## src/rtl/reset_sequencer_pkg.sv

```systemverilog
// Shared types and limits for the reset sequencer.
package reset_sequencer_pkg;

  localparam int RST_SEQ_MAX_STAGES = 8;

  typedef enum logic [1:0] {
    HOLD,
    RELEASE,
    WAIT_DONE,
    RUN
  } rst_seq_state_t;

  function automatic int rst_seq_max(input int a, input int b);
    return (a > b) ? a : b;
  endfunction

endpackage

```

## src/rtl/reset_sequencer_sync_2ff.sv

```systemverilog
// Generic two-flop synchroniser with asynchronous active-low reset to RST_VAL.
module sync_2ff #(
  parameter logic RST_VAL = 1'b0
) (
  input  logic clk,
  input  logic arstn,
  input  logic d_i,
  output logic q_o
);

  (* ASYNC_REG = "TRUE" *) logic meta_q;
  (* ASYNC_REG = "TRUE" *) logic sync_q;

  always_ff @(posedge clk or negedge arstn) begin
    if (!arstn) begin
      meta_q <= RST_VAL;
      sync_q <= RST_VAL;
    end else begin
      meta_q <= d_i;
      sync_q <= meta_q;
    end
  end

  assign q_o = sync_q;

endmodule

```

## src/rtl/reset_sequencer.sv

```systemverilog
// Ordered reset-release controller: holds all domains in reset, then releases them one by one.
// Optional stage-done timeout with sticky error and full retry when RST_SEQ_TIMEOUT_EN is defined.
//
// state     | meaning
// HOLD      | all resets high, counting stable-lock cycles
// RELEASE   | one cycle, drop rst_out[idx]
// WAIT_DONE | wait for stage_done[idx]
// RUN       | every domain released, seq_done high
module reset_sequencer
  import reset_sequencer_pkg::*;
#(
  parameter int NUM_STAGES     = 3,
  parameter int HOLD_CYCLES    = 16,
  parameter int TIMEOUT_CYCLES = 1024
) (
  input  logic                  clk,
  input  logic                  arstn,
  input  logic                  pll_locked,
  input  logic                  soft_rst,
  input  logic [NUM_STAGES-1:0] stage_done,
  output logic [NUM_STAGES-1:0] rst_out,
  output logic                  seq_busy,
  output logic                  seq_done,
  output logic                  timeout_err
);

`ifdef RST_SEQ_TIMEOUT_EN
  localparam int CNT_MAX = rst_seq_max(HOLD_CYCLES, TIMEOUT_CYCLES);
`else
  localparam int CNT_MAX = HOLD_CYCLES;
`endif
  localparam int CNT_W = $clog2(CNT_MAX + 1);
  localparam int IDX_W = (NUM_STAGES > 1) ? $clog2(NUM_STAGES) : 1;
  localparam logic [CNT_W-1:0] HOLD_LAST = CNT_W'(HOLD_CYCLES - 1);
  localparam logic [IDX_W-1:0] LAST_IDX  = IDX_W'(NUM_STAGES - 1);

  if (NUM_STAGES < 1 || NUM_STAGES > RST_SEQ_MAX_STAGES ||
      HOLD_CYCLES < 1 || TIMEOUT_CYCLES < 1) begin : g_param_err
    $error("reset_sequencer: parameter out of range");
  end

  logic rst_n_int;
  logic lock_s;

  // Bridge: assertion is immediate, release is two clk edges late.
  sync_2ff #(.RST_VAL(1'b0)) u_arst_bridge (
    .clk   (clk),
    .arstn (arstn),
    .d_i   (1'b1),
    .q_o   (rst_n_int)
  );

  sync_2ff #(.RST_VAL(1'b0)) u_lock_sync (
    .clk   (clk),
    .arstn (arstn),
    .d_i   (pll_locked),
    .q_o   (lock_s)
  );

  rst_seq_state_t        state_q;
  logic [CNT_W-1:0]      cnt_q;
  logic [IDX_W-1:0]      idx_q;
  logic [NUM_STAGES-1:0] rst_out_q;
  logic                  busy_q;
  logic                  done_q;
  logic [CNT_W-1:0]      cnt_inc;
  logic                  restart;

  assign cnt_inc = (cnt_q == '1) ? cnt_q : cnt_q + CNT_W'(1);
  assign restart = (state_q != HOLD) && (!lock_s || soft_rst);

`ifdef RST_SEQ_TIMEOUT_EN
  localparam logic [CNT_W-1:0] TO_LAST = CNT_W'(TIMEOUT_CYCLES - 1);
  logic terr_q;
  assign timeout_err = terr_q;
`else
  assign timeout_err = 1'b0;
`endif

  always_ff @(posedge clk or negedge rst_n_int) begin
    if (!rst_n_int) begin
      state_q   <= HOLD;
      cnt_q     <= '0;
      idx_q     <= '0;
      rst_out_q <= '1;
      busy_q    <= 1'b1;
      done_q    <= 1'b0;
`ifdef RST_SEQ_TIMEOUT_EN
      terr_q    <= 1'b0;
`endif
    end else if (restart) begin
      state_q   <= HOLD;
      cnt_q     <= '0;
      idx_q     <= '0;
      rst_out_q <= '1;
      busy_q    <= 1'b1;
      done_q    <= 1'b0;
    end else begin
      case (state_q)
        HOLD: begin
          if (!lock_s) begin
            cnt_q <= '0;
          end else if (cnt_q == HOLD_LAST) begin
            state_q <= RELEASE;
            cnt_q   <= '0;
            idx_q   <= '0;
          end else begin
            cnt_q <= cnt_inc;
          end
        end
        RELEASE: begin
          // Stages release in ascending order, so lower bits are already low.
          rst_out_q[idx_q] <= 1'b0;
          busy_q           <= (idx_q != LAST_IDX);
          cnt_q            <= '0;
          state_q          <= WAIT_DONE;
        end
        WAIT_DONE: begin
`ifdef RST_SEQ_TIMEOUT_EN
          if (cnt_q == TO_LAST) begin
            terr_q    <= 1'b1;
            state_q   <= HOLD;
            cnt_q     <= '0;
            idx_q     <= '0;
            rst_out_q <= '1;
            busy_q    <= 1'b1;
          end else
`endif
          if (stage_done[idx_q]) begin
            if (idx_q == LAST_IDX) begin
              state_q <= RUN;
              done_q  <= 1'b1;
            end else begin
              idx_q   <= idx_q + IDX_W'(1);
              state_q <= RELEASE;
            end
          end
`ifdef RST_SEQ_TIMEOUT_EN
          else begin
            cnt_q <= cnt_inc;
          end
`endif
        end
        RUN:     done_q  <= 1'b1;
        default: state_q <= HOLD;
      endcase
    end
  end

  assign rst_out  = rst_out_q;
  assign seq_busy = busy_q;
  assign seq_done = done_q;

endmodule
```

## config.mk

```make
export PLATFORM = sky130hd
export DESIGN_NAME = reset_sequencer
export DESIGN_NICKNAME = d
export VERILOG_FILES = /design/src/rtl/reset_sequencer_pkg.sv /design/src/rtl/reset_sequencer_sync_2ff.sv /design/src/rtl/reset_sequencer.sv
export SDC_FILE = /design/constraint.sdc
export NUM_CORES = 1
export LEC_CHECK = 0
export BUFFER_PORTS_ARGS = -buffer_cell sky130_fd_sc_hd__buf_2
export CELL_PAD_IN_SITES_DETAIL_PLACEMENT = 2
export CELL_PAD_IN_SITES_GLOBAL_PLACEMENT = 2
export CORE_MARGIN = 4
export CORE_UTILIZATION = 36
export CTS_CLUSTER_DIAMETER = 40
export DETAILED_ROUTE_END_ITERATION = 8
export HOLD_SLACK_MARGIN = 0.02
export PLACE_DENSITY = 0.83
export SETUP_SLACK_MARGIN = 0.05
export SKIP_CTS_REPAIR_TIMING = 1
export SYNTH_ARGS = -nofsm -noshare
export SYNTH_HDL_FRONTEND = slang
export SYNTH_SLANG_ARGS = --single-unit
```

## constraint.sdc

```tcl
create_clock -name clk -period 0.8 [get_ports clk]
set_input_delay 0.16 -clock clk [delete_from_list [all_inputs] [get_ports clk]]
set_output_delay 0.16 -clock clk [all_outputs]
set_load 0.05 [all_outputs]
```

==> flow_metrics.tcl <==
set metrics [dict create \
    rsz0062_at_grt "true" \
    num_antenna_cells 0 \
    area_growth_syn_to_layout_pct 50.2 \
    multiInputGateArea_sq_um 647 \
    antenna_found_initial 0 \
    numCtsBuffers 3 \
    vias 984 \
    fin_nets 158 \
    setup_slack_ns -0.941 \
    final_common_cell "buf_4" \
    cellPowerDensity_nw_per_um2 2920 \
    p_leak_nw 0.701 \
    final.setup.tns_ns -13.51 \
    max-cap-violations 0 \
    cp_num_cells 6 \
    ys_seq_elements 18 \
    coreArea_sq_um 2760 \
    synth_warnings 0 \
    synth_top_area_share_pct 33.5 \
    fill_cells 266 \
    clockBufferDepth 2 \
    syn_area_sq_um 1050 \
    crit_type "reg2reg" \
    critical_path.cell_chain "inv_2, ha_2, nor4b_4, or3_1, a211oi_1, a31o_1" \
    critPathRequiredTime_ns 1.04 \
    crit_path_max_fanout 4 \
    drive_gt1_share_pct 52.8 \
    cp_top_family "flip-flops" \
    grt-ovfl-total 0 \
    grt_pass1_vias 1007 \
    worstSetupEndpoint "cnt_q[3]" \
    hold_violations 0 \
    dr.first_iter.drc_count 19 \
    start_kind "flip-flop" \
    ff2ff_path_depth 6 \
    synth_area_leaders "dfrtp_1, dfstp_2, ha_1, a21o_1, nand2_1" \
    reg2reg_from "state_q[1]" \
    finalCriticalPeriod_ns 1.74 \
    port_buffers 11 \
    place.gp.congestion 0.796 \
    crit_buf_inv 1 \
    peakVddDrop_uv 2560 \
    syn_nets 111 \
    dpl.hpwl_microns 2750 \
    htreeDepth 1 \
    row_count 19 \
    viasPerCell 5.69 \
    cp-startpoint "state_q[1]" \
    syn_avg_cell_area_sq_um 10.9 \
    r2r_slack_ns -0.94 \
    violations "setup timing" \
    status "complete, but fails checks" \
    io_pins 13 \
    final_cell_mix "buf_4, dfrtp_1, nand2_1" \
    cp.arrival_ns 1.98 \
    rr_endpoint "cnt_q[3]" \
    cts_tree "done" \
    yosysSeqAreaShare_pct 43.5 \
    netlist_instances 96 \
    final_area_sq_um 1570 \
    final-seq-area_sq_um 458 \
    routedWlPerCell_microns 26.5 \
    die-height_microns 61.9 \
    die_w_microns 61.9 \
    grt_usage_pct 21.8 \
    root_buffer "clkbuf_4" \
    fin_skew_ns 0.00774 \
    slowest_stage "dfrtp_2" \
    drc_errors 0 \
    numClockSinks 18 \
    cpPeakStageDelay_ns 0.47 \
    placed_area_sq_um 1360 \
    yosysTopAreaCell "dfrtp_1" \
    final_max_slew_viol_count 0 \
    fmax_ghz 0.574 \
    period_share_pct 218 \
    end_kind "flip-flop" \
    wl_microns 4590 \
    grt_max_degree 11 \
    insertion_delay_ns 0.30 \
    synth_cell_type_count 41 \
    ant_nets 0 \
    dr.pass1.iters 4 \
    start_util_pct 37.9 \
    setup_viol 19 \
    min_path_type "in2async" \
    dieArea_sq_um 3830 \
    grt_pass1_wl_microns 5750 \
    clkTransAtPathRegs_ns 0.12 \
]
## worst min path at each step
stage          startpoint                    to  slack [ns]  cells past startpoint
2_1_floorplan       arstn  u_arst_bridge.meta_q       -0.14                      0
3_3_place_gp        arstn  u_arst_bridge.meta_q       -0.04                      1
3_5_place_dp        arstn    u_lock_sync.meta_q       -0.03                      1
4_1_cts             arstn     u_arst_bridge.q_o       -0.37                      1
5_1_grt             arstn     u_arst_bridge.q_o        0.20                      2
6_report            arstn     u_arst_bridge.q_o        0.19                      2
## final cells by class
cell class                 instances  share of cell area [%]
sequential                        18                    29.1
inverter                           7                    1.67
tap                               31                    2.47
timing repair buffer              45                    23.2
multi-input combinational         68                    41.2
clock buffer                       4                    2.31
## report_power, final
group | total, mW | switching (mW) | internal, mW
Sequential | 1.21 | 0.135 | 1.08
Clock | 0.593 | 0.315 | 0.277
Combinational | 2.79 | 1.48 | 1.31
## synthesized netlist by cell type, drive strengths merged
| cell | instances |
|---|---|
| o211a | 1 |
| mux2i | 1 |
| o211ai | 2 |
| inv | 7 |
| o31ai | 1 |
| nor3 | 1 |
| ha | 8 |
| or3 | 1 |
| a22o | 1 |
| nor2b | 1 |
| nand3b | 1 |
| o21ai | 5 |
| and3 | 1 |
| dfstp | 4 |
| a21boi | 1 |
| a32o | 2 |
| nor3b | 2 |
| a22oi | 1 |
| a21oi | 3 |
| a211o | 1 |
| and2b | 1 |
| mux2 | 2 |
| o22ai | 1 |
| nor4b | 1 |
| a21o | 4 |
| dfrtp | 14 |
| a31o | 1 |
| or3b | 1 |
| buf | 3 |
| o32ai | 2 |
| nand3 | 3 |
| nand2 | 8 |
| o2bb2ai | 2 |
| a211oi | 1 |
| conb | 2 |
| nor2 | 4 |
| nand4b | 1 |
## stage by stage
step	cells	hold WS, ns	utilization [%]	setup WS (ns)	total power, mW
2_1_floorplan	96	-0.136	-	-0.756	2.51
3_3_place_gp	161	-0.0373	49.1	-0.828	3.11
3_5_place_dp	161	-0.0250	49.1	-0.974	3.27
4_1_cts	165	-0.369	50.5	-1.16	3.91
5_1_grt	173	0.201	57.0	-1.04	4.80
6_report	173	0.192	57.0	-0.941	4.60
## state kept, by name (all words and copies together) (netlist names)
signal / count
seq_done: 1
rst_out: 3
u_arst_bridge.meta_q: 1
idx_q: 2
state_q: 2
u_arst_bridge.q_o: 1
cnt_q: 5
seq_busy: 1
u_lock_sync.meta_q: 1
u_lock_sync.q_o: 1
## per-layer routing
layer	part of all wire (%)	up-vias	wire, microns	global-route usage (%)
met4	3.3	0	153	4.85
met3	5.6	12	259	4.34
met2	50	40	2320	37.7
li1	-	439	-	-
met5	0	-	0	0
met1	41	493	1860	28.0
## cell families after synthesis
logic type	Yosys count	synth area share (%)
AO/OA/AOI/OAI	29	23.7
other	2	0.718
multiplexers	3	3.11
adder cells (fa/ha/maj)	8	9.57
flip-flops	18	43.5
AND/OR/NAND/NOR	26	15.0
buffers and inverters	10	4.43
Note: power is estimated with default switching activity, not from simulation.
